### src/rtl/lbuf_pkg.sv
// Shared definitions for the lbuf dispatcher: FSM state encoding and default sizing.
package lbuf_pkg;

  typedef enum logic [2:0] {
    ST_INIT  = 3'b001,
    ST_SCAN  = 3'b010,
    ST_GRANT = 3'b100
  } lbuf_state_t;

  localparam int LBUF_MAX_SLOTS   = 16;
  localparam int LBUF_DEF_NUM     = 4;
  localparam int LBUF_DEF_ADDR_W  = 64;
  localparam int LBUF_DEF_LEN_W   = 32;

endpackage

### src/rtl/rr_pick.sv
// Rotating priority encoder: first set request bit at or after ptr, wrapping mod N.
module rr_pick
  import lbuf_pkg::*;
#(
  parameter int N     = LBUF_DEF_NUM,
  parameter int IDX_W = $clog2(N)
) (
  input  logic [N-1:0]     req,
  input  logic [IDX_W-1:0] ptr,
  output logic             hit,
  output logic [IDX_W-1:0] idx
);

  function automatic logic [IDX_W-1:0] wrap_add(input logic [IDX_W-1:0] p, input int off);
    int s;
    s = int'(p) + off;
    if (s >= N) s = s - N;
    return IDX_W'(s);
  endfunction

  // Walk from farthest to nearest so the slot closest to ptr wins.
  always_comb begin
    hit = 1'b0;
    idx = '0;
    for (int i = N - 1; i >= 0; i--) begin
      if (req[wrap_add(ptr, i)]) begin
        hit = 1'b1;
        idx = wrap_add(ptr, i);
      end
    end
  end

endmodule

### src/rtl/lbuf_dispatch_rr.sv
// Round-robin dispatcher handing host-posted lbufs to the RX DMA one at a time.
//   state | meaning
//   INIT  | post-reset, all outputs cleared
//   SCAN  | looking for a ready or zero-length slot
//   GRANT | descriptor frozen on outputs, waiting for lbuf_dn
module lbuf_dispatch_rr
  import lbuf_pkg::*;
#(
  parameter int NUM_LBUF     = LBUF_DEF_NUM,
  parameter int ADDR_W       = LBUF_DEF_ADDR_W,
  parameter int LEN_W        = LBUF_DEF_LEN_W,
  parameter bit STRICT_ORDER = 1'b1,
  parameter int IDX_W        = $clog2(NUM_LBUF)
) (
  input  logic                       clk,
  input  logic                       rst,
  input  logic [NUM_LBUF*ADDR_W-1:0] slot_addr,
  input  logic [NUM_LBUF*LEN_W-1:0]  slot_len,
  input  logic [NUM_LBUF-1:0]        slot_en,
  output logic [NUM_LBUF-1:0]        slot_dn,
  input  logic [NUM_LBUF-1:0]        wt_lbuf,
  output logic [NUM_LBUF-1:0]        rd_lbuf,
  output logic [ADDR_W-1:0]          lbuf_addr,
  output logic [LEN_W-1:0]           lbuf_len,
  output logic                       lbuf64b,
  output logic [IDX_W-1:0]           lbuf_idx,
  output logic                       lbuf_en,
  input  logic                       lbuf_dn,
  output logic [31:0]                grant_cnt
);

  lbuf_state_t state, state_nxt;
  logic [IDX_W-1:0]    ptr, ptr_nxt;
  logic [NUM_LBUF-1:0] slot_dn_nxt, rd_lbuf_nxt;
  logic [ADDR_W-1:0]   lbuf_addr_nxt;
  logic [LEN_W-1:0]    lbuf_len_nxt;
  logic                lbuf64b_nxt, lbuf_en_nxt;
  logic [IDX_W-1:0]    lbuf_idx_nxt;
  logic [31:0]         grant_cnt_nxt;

  logic [ADDR_W-1:0]   addr_a [NUM_LBUF];
  logic [LEN_W-1:0]    len_a  [NUM_LBUF];
  logic [NUM_LBUF-1:0] rdy, zlen, qual, req;
  logic                pick_hit;
  logic [IDX_W-1:0]    pick_idx;
  logic [ADDR_W-1:0]   sel_addr;
  logic                sel_64b;

  for (genvar i = 0; i < NUM_LBUF; i++) begin : g_slot
    assign addr_a[i] = slot_addr[i*ADDR_W +: ADDR_W];
    assign len_a[i]  = slot_len[i*LEN_W +: LEN_W];
    assign rdy[i]    = slot_en[i] & ~wt_lbuf[i] & (|len_a[i]);
    assign zlen[i]   = slot_en[i] & ~wt_lbuf[i] & ~(|len_a[i]);
  end

  // Strict mode masks the request down to the pointed-at slot only.
  assign qual = rdy | zlen;
  assign req  = STRICT_ORDER ? (qual & (NUM_LBUF'(1) << ptr)) : qual;

  rr_pick #(.N(NUM_LBUF), .IDX_W(IDX_W)) u_pick (
    .req (req),
    .ptr (ptr),
    .hit (pick_hit),
    .idx (pick_idx)
  );

  assign sel_addr = addr_a[pick_idx];

  if (ADDR_W > 32) begin : g_hi
    assign sel_64b = |sel_addr[ADDR_W-1:32];
  end else begin : g_lo
    assign sel_64b = 1'b0;
  end

  function automatic logic [IDX_W-1:0] ptr_inc(input logic [IDX_W-1:0] p);
    if (p == IDX_W'(NUM_LBUF - 1)) return '0;
    return p + IDX_W'(1);
  endfunction

  always_ff @(posedge clk) begin
    if (rst) begin
      state     <= ST_INIT;
      ptr       <= '0;
      slot_dn   <= '0;
      rd_lbuf   <= '0;
      lbuf_addr <= '0;
      lbuf_len  <= '0;
      lbuf64b   <= 1'b0;
      lbuf_idx  <= '0;
      lbuf_en   <= 1'b0;
      grant_cnt <= '0;
    end else begin
      state     <= state_nxt;
      ptr       <= ptr_nxt;
      slot_dn   <= slot_dn_nxt;
      rd_lbuf   <= rd_lbuf_nxt;
      lbuf_addr <= lbuf_addr_nxt;
      lbuf_len  <= lbuf_len_nxt;
      lbuf64b   <= lbuf64b_nxt;
      lbuf_idx  <= lbuf_idx_nxt;
      lbuf_en   <= lbuf_en_nxt;
      grant_cnt <= grant_cnt_nxt;
    end
  end

  always_comb begin
    state_nxt     = state;
    ptr_nxt       = ptr;
    slot_dn_nxt   = '0;
    rd_lbuf_nxt   = rd_lbuf;
    lbuf_addr_nxt = lbuf_addr;
    lbuf_len_nxt  = lbuf_len;
    lbuf64b_nxt   = lbuf64b;
    lbuf_idx_nxt  = lbuf_idx;
    lbuf_en_nxt   = lbuf_en;
    grant_cnt_nxt = grant_cnt;
    case (state)
      ST_INIT: state_nxt = ST_SCAN;
      ST_SCAN: begin
        if (pick_hit && rdy[pick_idx]) begin
          lbuf_addr_nxt = sel_addr;
          lbuf_len_nxt  = len_a[pick_idx];
          lbuf64b_nxt   = sel_64b;
          lbuf_idx_nxt  = pick_idx;
          lbuf_en_nxt   = 1'b1;
          rd_lbuf_nxt   = NUM_LBUF'(1) << pick_idx;
          grant_cnt_nxt = grant_cnt + 32'd1;
          state_nxt     = ST_GRANT;
        end else if (pick_hit) begin
          // Zero-length lbuf: hand it straight back without a grant.
          slot_dn_nxt = NUM_LBUF'(1) << pick_idx;
          ptr_nxt     = ptr_inc(pick_idx);
        end
      end
      ST_GRANT: begin
        if (lbuf_dn) begin
          lbuf_en_nxt = 1'b0;
          rd_lbuf_nxt = '0;
          slot_dn_nxt = NUM_LBUF'(1) << lbuf_idx;
          ptr_nxt     = ptr_inc(lbuf_idx);
          state_nxt   = ST_SCAN;
        end
      end
      default: state_nxt = ST_INIT;
    endcase
  end

endmodule

### config.mk
export PLATFORM = sky130hd
export DESIGN_NAME = lbuf_dispatch_rr
export DESIGN_NICKNAME = d
export VERILOG_FILES = /design/src/rtl/lbuf_pkg.sv /design/src/rtl/rr_pick.sv /design/src/rtl/lbuf_dispatch_rr.sv
export SDC_FILE = /design/constraint.sdc
export NUM_CORES = 1
export LEC_CHECK = 0
export CAP_MARGIN = 30
export CORE_AREA = 2 2 208 210
export DETAILED_ROUTE_END_ITERATION = 8
export DIE_AREA = 0 0 210 212
export GPL_ROUTABILITY_DRIVEN = 0
export GPL_TIMING_DRIVEN = 0
export HOLD_SLACK_MARGIN = 0.15
export PLACE_DENSITY = 0.5
export SYNTH_ARGS = -nofsm -noshare
export SYNTH_HDL_FRONTEND = slang
export SYNTH_SLANG_ARGS = --single-unit
export TNS_END_PERCENT = 1
### constraint.sdc
create_clock -name clk -period 3.1 [get_ports clk]
set_input_delay 0.775 -clock clk [delete_from_list [all_inputs] [get_ports clk]]
set_output_delay 0.775 -clock clk [all_outputs]
set_load 0.01 [all_outputs]
==> reports/results.ini, run 1 <==
[yosys]
seq_area_frac_synth_pct=31.8
synth_top_area_share_pct=31.8
syn_area_per_cell_um2=6.59
synthMostInstantiatedCell=nand2_1
synth_area_leaders=dfxtp_1 (32%), nand2_1 (18%), nand3_1 (15%)
synth-seq-cells=145
syn_inst=1385
synth.largest_area_cell=dfxtp_1
synth-main-ff-cell=dfxtp_1
async_flop_share_pct=0
yosys-top-cells-count=nand2_1 (447), nand3_1 (268), dfxtp_1 (145), a21oi_1 (103), nor2_1 (61)
synth_nets=1792
synth_edf_count=0
synth_warnings=0
ys_types=53
syn_area_mm2=0.00913

[min_path]
min_path_cells=2
hp-start=lbuf_addr[22]
hold_path.class=reg -> reg
holdPathEnd=lbuf_addr[22]

[sta]
drv_slew=0
setup_ws_ns=-0.0746
rsz0062_at_grt=yes
worst_pin_slew_ns=0.828
finalSetupViolations=3
worst_clock_skew_ns=0.0125
hold_violations=0
clock.fmax_mhz=315
period_needed_ns=3.17
post-route-period-util_pct=102
relSlewSlack_pct=44.8

[floorplan]
die_area_mm2=0.0445
ios=535
coreArea_mm2=0.0425
die_h_um=212
start_util_pct=21.5
die_x_um=210
rows=76

[power]
ir_drop_mv=0.329
swShare_pct=26.7
seq_power_share_pct=37.4
p_leak_nw=6.31
pwr-share-comb_pct=17.8
power_frac_clock_pct=44.8
switchingPower_mw=1.34
totalPowerFinal_mw=5.03
p_int_mw=3.69
power.density_mw_per_mm2=302

[final_layout]
postLayoutCellArea_mm2=0.0167
syn2layout_area_growth_pct=82.6
drive_gt1_share_pct=10.0
finalNetCount=2376
final_util_pct=39.2

[grt]
grt_most_used_layer=met2
antenna_found_initial=3
grt_overflow=0
use_met2_pct=40.5
use_met1_pct=28.1
met3_usage_pct=3.99
track_usage_pct=22.7
grt_pass1_vias=12121
grt_max_degree=17
grt_pass1_wl_um=75900

[detailed_routing]
antenna_left=0
wl_um=52200
vias=12172
route.detailed.drc=0
dr.pass1.iters=5
drtIter0Drc=752
viasPerCell=4.81
routedWlPerCell_um=20.6

[clock_network]
worstSkewPairLatency_ns=0.45
clockBufferDepth=2
root_buffer=clkbuf_16
numCtsBuffers=17
cts_num_sinks=145
cts_tree=built
htreeDepth=4
cts.clk_slew.worst_paths_ns=0.07

[critical_path]
regToRegSetupSlack_ns=-0.01
worst_ep_required_time_ns=3.39
critPathLaunch=wt_lbuf[0]
end_kind=flip-flop
cp_max_fo=6
timing.rr.end=lbuf64b
reg2reg_from=ptr[0]
rr_worst_depth=15
worstPathArrival_ns=3.47
path_class=in -> reg
cp-start-kind=primary input

[status]
status=finished, violations left
violations=negative setup slack

[placement]
io_buffers=533
hpwl_um=42300
place_area_mm2=0.0152

[run]
maxCapViolations=0

-- critical path, cell delays in order --
cell and delay (ns):
dlygate4sd2_1 0.24, nand3b_1 0.33, o22a_1 0.31, o221ai_4 0.21, a21oi_4 0.13, inv_4 0.15
buf_12 0.14, buf_12 0.12, buf_4 0.12, nand3_1 0.08, a221oi_1 0.35, a31oi_1 0.13
and4b_1 0.30, a211oi_2 0.07
-- power groups by stage --
stage / Combinational, mW / Sequential (mW) / Clock (mW)
2_1_floorplan: 0.198 / 1.93 / 0
3_3_place_gp: 0.838 / 1.92 / 0
3_5_place_dp: 0.841 / 1.93 / 0
4_1_cts: 0.878 / 1.88 / 2.31
5_1_grt: 0.953 / 1.88 / 2.38
6_report: 0.893 / 1.88 / 2.26
-- worst max path at each step --
stage,to,depth (start not counted)
detailed placement,lbuf_addr[3],12
CTS,lbuf64b,14
global placement,lbuf_addr[3],12
finish,lbuf64b,14
global route,lbuf64b,15
floorplan,grant_cnt[20],12
-- metal layers --
metal,share of wire [%],up-vias
met2,49,475
li1,-,5957
met1,43,5679
met4,2.3,0
met5,0,-
met3,5.4,61
-- registers in the layout (all words and copies together) (netlist names) --
register,cells
grant_cnt,32
slot_dn,4
lbuf_en,1
rd_lbuf,4
lbuf_len,32
state,3
lbuf_addr,64
lbuf64b,1
ptr,2
lbuf_idx,2
-- logic make-up (layout without fill, tap and decap cells) --
kind of cell,count (synthesis),in the layout,share of synthesized area (%)
AO/OA/AOI/OAI,139,139,8.59
buffers and inverters,112,709,5.02
AND/OR/NAND/NOR,898,898,44.6
adder cells (fa/ha/maj),12,12,1.64
flip-flops,145,145,31.8
multiplexers,48,48,5.33
other,0,2,0
XOR/XNOR,31,31,2.97
-- per-stage QoR --
step,instances,hold slack (ns),setup TNS (ns),worst slack [ns]
after CTS,2526,0.454,-0.0847,-0.0502
after detailed placement,2466,0.446,-204.06,-2.02
after global placement,2464,0.443,-213.74,-2.06
after floorplan,1385,0.481,-0.116,-0.0616
after global routing,2530,0.472,-5.27,-0.157
final,2530,0.454,-0.101,-0.0746
-- final cells by class --
cell class / count / area [um^2]
fillers: 4470 / 25800
multi-input cells: 1128 / 6110
repair buffers: 565 / 5620
flip-flops and latches: 145 / 2910
well taps: 546 / 683
plain buffers: 104 / 678
clock buffers: 18 / 439
clock inverters: 14 / 185
inverters: 8 / 45.0
diodes: 2 / 5.00
-- timing repair --
action                                 4_1_cts  5_1_grt
hold buffers                                 0        0
setup endpoints to repair                  144      117
gates resized for setup                    142       68
buffers inserted                            27        2
endpoints found under the hold margin        0        0
pin swaps                                   18       19
cloned                                       1        0
-- cells in the final DEF, fill, tap and decap left out, types with 4 or more instances in the layout --
master / count
ha_1: 8
buf_4: 28
xnor2_1: 11
clkbuf_1: 24
and3_1: 11
clkbuf_8: 5
inv_4: 4
clkbuf_4: 10
and4_1: 8
nor4_4: 7
dlygate4sd2_1: 7
nor4_2: 10
clkbuf_2: 19
nor4_1: 31
nand3_1: 265
dfxtp_1: 143
inv_8: 5
a21oi_1: 101
nand4_1: 17
nor3_1: 9
clkbuf_16: 17
o21ai_0: 4
buf_8: 6
xor2_1: 20
nor2_1: 61
buf_6: 10
mux2i_1: 45
nor2b_1: 5
inv_6: 5
nand2_1: 446
clkdlybuf4s50_1: 525
buf_2: 29
(Power assumes the default switching activity.)
==> run 2, diff against run 1 <==
--- a/config.mk
+++ b/config.mk
@@ -6,13 +6,15 @@
 export NUM_CORES = 1
 export LEC_CHECK = 0
 export CAP_MARGIN = 30
-export CORE_AREA = 2 2 208 210
+export CELL_PAD_IN_SITES_DETAIL_PLACEMENT = 1
+export CELL_PAD_IN_SITES_GLOBAL_PLACEMENT = 1
+export CORE_AREA = 2 2 209 211
 export DETAILED_ROUTE_END_ITERATION = 8
-export DIE_AREA = 0 0 210 212
+export DIE_AREA = 0 0 211 213
 export GPL_ROUTABILITY_DRIVEN = 0
 export GPL_TIMING_DRIVEN = 0
 export HOLD_SLACK_MARGIN = 0.15
-export PLACE_DENSITY = 0.5
+export PLACE_DENSITY = 0.71
 export SYNTH_ARGS = -nofsm -noshare
 export SYNTH_HDL_FRONTEND = slang
 export SYNTH_SLANG_ARGS = --single-unit
==> run 2 against run 1 <==
  * The flow still finishes with violations (negative setup slack)
  * Sequential share of layout area down 0.060 points
  * First-iteration DRC count shrank 22%
  * Non-clock buffer count is 3 lower
  * Fmax increased by 0.97%
  * Clock-buffer cell count stayed put
==> reports/results.ini, run 2 (synthesized netlist as in run 1, its figures left out) <==
[detailed_routing]
route.detailed.drc=0  ; unchanged
drtIter0Drc=589  ; -22%
viasPerCell=4.89  ; +1.7%
routedWlPerCell_um=22.1  ; +7.1%
met3_length_um=3590  ; +28%
wl_met1_um=22500  ; +0.90%
highest_layer=met5
dr.pass1.iters=5  ; unchanged
vias=12404  ; +1.9%
antenna_left=0  ; unchanged
wl_um=56000  ; +7.4%
dr_wl_met2_um=28300  ; +9.5%

[clock_network]
cts_num_sinks=145  ; unchanged
worstSkewPairLatency_ns=0.45  ; about the same
root_buffer=clkbuf_16
numCtsBuffers=17  ; unchanged
clockBufferDepth=2  ; unchanged
cts.clk_slew.worst_paths_ns=0.08  ; about the same
cts_tree=built
cts_hold_buf=0  ; unchanged
htreeDepth=4  ; unchanged

[sta]
period_needed_ns=3.14  ; -0.0306 ns
hold_violations=0  ; unchanged
post-route-period-util_pct=101  ; -0.99 points
fin_tns_setup_ns=-0.0440  ; +0.0570 ns
finalSetupViolations=1  ; -2
worst_pin_slew_ns=0.680  ; -0.149 ns
clock.fmax_mhz=318  ; +0.97%
relSlewSlack_pct=54.3  ; +9.5 points
rsz0062_at_grt=yes
setup_ws_ns=-0.0440  ; +0.0306 ns
worst_clock_skew_ns=0.0117  ; -0.000807 ns
drv_slew=0  ; unchanged

[grt]
grt_pass1_wl_um=79300  ; +4.5%
grt_max_degree=17  ; unchanged
grt_overflow=0  ; unchanged
antenna_found_initial=9  ; +6
track_usage_pct=24.0  ; +1.2 points
grt_pass1_vias=12807  ; +5.7%

[critical_path]
path_class=reg -> reg
crit_end=grant_cnt[18]
worstPathArrival_ns=3.46  ; about the same
worst_ep_required_time_ns=3.42  ; +0.03 ns
reg2reg_from=ptr[0]
rr_worst_depth=13  ; -2
timing.rr.end=grant_cnt[18]
cp_max_fo=7  ; +1
end_kind=flip-flop
cp-start-kind=flip-flop
critPathLaunch=ptr[0]
regToRegSetupSlack_ns=-0.04  ; -0.03 ns

[run]
maxCapViolations=0  ; unchanged

[power]
pwr-share-comb_pct=18.8  ; +1.0 points
seq_power_share_pct=38.8  ; +1.4 points
power.density_mw_per_mm2=290  ; -3.9%
power_frac_clock_pct=42.4  ; -2.4 points
ir_drop_mv=0.255  ; -22%
swShare_pct=27.9  ; +1.2 points
p_int_mw=3.50  ; -5.1%
p_leak_nw=6.40  ; +1.5%
switchingPower_mw=1.35  ; +0.59%
totalPowerFinal_mw=4.85  ; -3.6%

[placement]
io_buffers=533  ; unchanged
hpwl_um=45900  ; +8.5%
place_area_mm2=0.0152  ; unchanged
dp_cells=2466  ; unchanged

[floorplan]
ios=535  ; unchanged
die_area_mm2=0.0449  ; +0.95%
die_x_um=211  ; +0.48%
start_util_pct=21.4  ; -0.096 points
rows=76  ; unchanged
coreArea_mm2=0.0427  ; +0.45%
die_h_um=213  ; +0.47%

[final_layout]
finalNetCount=2373  ; -0.13%
syn2layout_area_growth_pct=83.3
postLayoutCellArea_mm2=0.0167  ; +0.34%
layoutNonFillerInstCount=2536  ; +0.24%
layout_common_cells=clkdlybuf4s50_1 (515), nand2_1 (446), nand3_1 (266)
top_regs=lbuf_addr: 64 flops, grant_cnt: 32 flops, lbuf_len: 32 flops
final_util_pct=39.2  ; -0.040 points
top_register=lbuf_addr
layout_commonest_cell=clkdlybuf4s50_1
drive_gt1_share_pct=10.2  ; +0.12 points
largest_register_ff_count=64  ; unchanged

[status]
status=finished, violations left
violations=negative setup slack

[min_path]
hold_path.class=reg -> reg

==> run 2: metal layers <==
metal | GRT usage, % | vias to the layer above
li1 | - | 5941
met1 | 27.5 | 5933
met2 | 43.2 | 443
met3 | 6.13 | 83
met4 | 7.75 | 4
met5 | 0 | -
==> run 2: repair_timing <==
item	CTS	global route
pin swaps	16	26
buffers inserted	18	8
gates resized for setup	146	93
endpoints found under the setup margin	144	133
endpoints found under the hold margin	0	0
==> run 2: worst min-delay path by stage <==
stage,end,slack (ns),depth (start not counted),from
finish,lbuf_addr[8],0.46,2,lbuf_addr[8]
global route,lbuf_len[3],0.47,2,lbuf_len[3]
CTS,lbuf_len[11],0.46,2,lbuf_len[11]
detailed placement,lbuf_len[11],0.45,2,lbuf_len[11]
global placement,lbuf_len[19],0.44,2,lbuf_len[19]
floorplan,lbuf_addr[53],0.48,2,lbuf_addr[53]
==> run 2: power by group through the flow <==
stage	sequential (mW)	combinational, mW	clock [mW]
global placement	1.92	0.846	0
floorplan	1.93	0.198	0
CTS	1.88	0.884	2.12
finish	1.88	0.912	2.05
detailed placement	1.93	0.856	0
global route	1.88	0.970	2.20
==> run 2: worst max-delay path: stages (launching register included) <==
cell	delay, ns
dfxtp_4	0.41
inv_4	0.06
ha_4	0.31
inv_2	0.06
mux2_4	0.29
a32o_2	0.27
a21oi_4	0.20
buf_6	0.13
nor3_4	0.06
or3_4	0.35
buf_4	0.15
or4_4	0.50
xor2_1	0.16
nor2_1	0.06
==> run 2: layout make-up <==
| class | count | area [um^2] |
|---|---|---|
| clock inverter | 14 | 138 |
| clock buffer | 18 | 429 |
| timing repair buffer | 562 | 5630 |
| sequential | 145 | 2910 |
| inverter | 8 | 36.3 |
| antenna | 11 | 27.5 |
| tap | 546 | 683 |
| fill | 5212 | 26000 |
| buffer | 104 | 731 |
| multi-input combinational | 1128 | 6140 |
==> run 2: per-stage QoR <==
step                      setup WS, ns  hold slack, ns
after floorplan                -0.0616           0.481
after global placement           -1.95           0.443
after detailed placement         -1.77           0.449
after CTS                       -0.106           0.458
after global routing            -0.110           0.471
final                          -0.0440           0.458
==> run 3, diff against run 2 <==
--- a/config.mk
+++ b/config.mk
@@ -8,13 +8,14 @@
 export CAP_MARGIN = 30
 export CELL_PAD_IN_SITES_DETAIL_PLACEMENT = 1
 export CELL_PAD_IN_SITES_GLOBAL_PLACEMENT = 1
-export CORE_AREA = 2 2 209 211
+export CORE_AREA = 2 2 206 208
 export DETAILED_ROUTE_END_ITERATION = 8
-export DIE_AREA = 0 0 211 213
+export DIE_AREA = 0 0 208 210
+export DONT_BUFFER_PORTS = 1
 export GPL_ROUTABILITY_DRIVEN = 0
 export GPL_TIMING_DRIVEN = 0
 export HOLD_SLACK_MARGIN = 0.15
-export PLACE_DENSITY = 0.71
+export PLACE_DENSITY = 0.46
 export SYNTH_ARGS = -nofsm -noshare
 export SYNTH_HDL_FRONTEND = slang
 export SYNTH_SLANG_ARGS = --single-unit
==> run 3 against run 2 <==
  * The run now ends clean
  * Wire length decreased by 9.1%
  * Utilization decreased by 12 points
  * Non-clock buffer count decreased by 529
  * Global-route usage decreased by 1.2 points
  * First-iteration DRC count decreased by 29%
  * Sequential power about the same
  * Critical path type unchanged
==> reports/results.ini, run 3 (synthesized netlist as in run 1, its figures left out) <==
[final_layout]
regArea_mm2=0.00291  ; unchanged
top_regs=lbuf_addr: 64 flops, grant_cnt: 32 flops, lbuf_len: 32 flops
top_register=lbuf_addr
layout_common_cells=nand2_1 (446), nand3_1 (268), dfxtp_1 (143)
layout_commonest_cell=nand2_1
fillers=5183  ; -0.56%
drive_gt1_share_pct=13.1  ; +2.9 points
largest_register_ff_count=64  ; unchanged
syn2layout_area_growth_pct=23.9
finalNetCount=1844  ; -22%
multi_input_area_mm2=0.00598  ; -2.6%

[sta]
drv_slew=0  ; unchanged
clock.fmax_mhz=328  ; +3.0%
hold_violations=0  ; unchanged
worst_clock_skew_ns=0.0165  ; +0.00482 ns
post-route-period-util_pct=98.5  ; -3.0 points
fin_tns_setup_ns=0  ; +0.0440 ns
relSlewSlack_pct=43.5  ; -11 points
period_needed_ns=3.05  ; -0.0917 ns
worst_pin_slew_ns=0.847  ; +0.168 ns
rsz0062_at_grt=yes
finalSetupViolations=0  ; -1

[detailed_routing]
viasPerCell=5.14  ; +5.1%
routedWlPerCell_um=25.6  ; +16%
wl_um=50900  ; -9.1%
route.detailed.drc=0  ; unchanged
dr.pass1.iters=5  ; unchanged
vias=10228  ; -18%
antenna_left=0  ; unchanged
drtIter0Drc=418  ; -29%

[power]
power.density_mw_per_mm2=379  ; +31%
ir_drop_mv=0.297  ; +16%
p_leak_nw=4.28  ; -33%
totalPowerFinal_mw=4.28  ; -12%

[critical_path]
worst_ep_required_time_ns=3.44  ; +0.02 ns
worstPathArrival_ns=3.40  ; -0.06 ns
crit_path_top_delay_cell=o41ai_1
path_class=reg -> reg
cp_top_family=compound AO/OA/AOI/OAI gates
cp_max_fo=6  ; -1
cp_cell_sequence=inv_4 -> ha_4 -> nand3b_1 -> o22a_1 -> o221ai_2 -> a21oi_4 -> buf_4 -> buf_12 -> buf_4 -> o41ai_1 -> a31oi_1 -> and4b_1 -> a211oi_2
cp-start-kind=flip-flop
timing.rr.end=lbuf64b
regToRegSetupSlack_ns=0.05  ; +0.09 ns
rr_worst_depth=13  ; unchanged
max_stage_delay_ns=0.42  ; -0.08 ns
reg2reg_from=ptr[1]
cp_num_buf_inv=4  ; unchanged
cp_common_cell=buf_4
end_kind=flip-flop

[grt]
grt_pass1_wl_um=73300  ; -7.6%
grt_pass1_vias=10801  ; -16%
grt_overflow=0  ; unchanged
track_usage_pct=22.8  ; -1.2 points
grt_max_degree=17  ; unchanged
antenna_found_initial=2  ; -7

[floorplan]
ios=535  ; unchanged
die_h_um=210  ; -1.4%
rows=75  ; -1.3%
coreArea_mm2=0.0415  ; -2.9%
die_x_um=208  ; -1.4%
start_util_pct=22.0  ; +0.63 points
die_area_mm2=0.0437  ; -2.8%

[run]
maxCapViolations=0  ; unchanged

[clock_network]
clockBufferDepth=2  ; unchanged
cts_hold_buf=0  ; unchanged
cts.clk_slew.worst_paths_ns=0.08  ; about the same
worstSkewPairLatency_ns=0.50  ; +0.05 ns
root_buffer=clkbuf_16
htreeDepth=4  ; unchanged
cts_num_sinks=145  ; unchanged
cts_tree=built
numCtsBuffers=17  ; unchanged

[min_path]
hold_path.class=in -> reg
hp-start=lbuf_dn
min_path_cells=3  ; +1
holdPathEnd=state[2]

[placement]
hpwl_um=41300  ; -10%
io_buffers=0  ; -100%

[status]
status=completed

run 3: cell count changes in the layout (fill, tap and decap cells not counted), sizes merged:
| cell | change |
|---|---|
| buf | -12 |
| clkbuf | +16 |
| clkdlybuf4s50 | -515 |
| clkinvlp | +2 |
| diode | -10 |
| dlygate4sd2 | -4 |
| dlymetal6s2s | -14 |
| inv | -2 |
run 3: worst max path at each step:
| stage | startpoint | end | slack [ns] | cells past startpoint |
|---|---|---|---|---|
| 2_1_floorplan | ptr[0] | grant_cnt[20] | -0.06 | 12 |
| 3_3_place_gp | ptr[0] | lbuf_addr[34] | -1.71 | 13 |
| 3_5_place_dp | ptr[0] | lbuf_len[29] | -1.60 | 12 |
| 4_1_cts | ptr[1] | lbuf64b | -0.04 | 14 |
| 5_1_grt | ptr[1] | lbuf64b | -0.11 | 14 |
| 6_report | ptr[1] | lbuf64b | 0.05 | 13 |
run 3: repair_timing:
item / in CTS / in global routing
setup endpoints to repair: 144 / 116
resized for setup: 128 / 106
pin swaps: 8 / 22
gates cloned: 0 / 1
setup buffers: 16 / 15
run 3: area by class of cell:
class                      instances  area share, %
clock buffer                      18           3.80
tap                              539           5.96
sequential                       145           25.7
multi-input combinational       1128           52.9
inverter                           8          0.398
buffer                           104           7.05
clock inverter                    14           1.26
antenna                            1         0.0221
timing repair buffer              33           2.89
run 3: per-stage QoR:
| step | hold WS, ns | setup WS [ns] | std cells | instance area [um^2] | utilization (%) |
|---|---|---|---|---|---|
| 2_1_floorplan | 0.481 | -0.0616 | 1385 | 9130 | - |
| 3_3_place_gp | 0.500 | -1.71 | 1924 | 9810 | 23.6 |
| 3_5_place_dp | 0.502 | -1.60 | 1926 | 9830 | 23.7 |
| 4_1_cts | 0.429 | -0.0401 | 1973 | 10900 | 26.2 |
| 5_1_grt | 0.465 | -0.112 | 1990 | 11300 | 27.3 |
| 6_report | 0.466 | 0.0476 | 1990 | 11300 | 27.3 |
run 3: routing by layer:
layer	global-route usage (%)	vias up	wire, um
met2	40.3	349	25900
met5	0	-	0
met3	7.58	39	3500
met1	26.2	4945	20700
li1	-	4895	-
met4	6.21	0	779
run 3: report_power, final:
part           total, mW  internal (mW)  switching, mW
Combinational      0.302          0.122          0.180
Clock               2.09           1.06           1.03
Sequential          1.89           1.87         0.0154
Total               4.28           3.05           1.23
run 3: worst min-delay path, delay by kind of cell:
family | cells | cell delay (ns)
AND/OR/NAND/NOR | 3 | 0.15
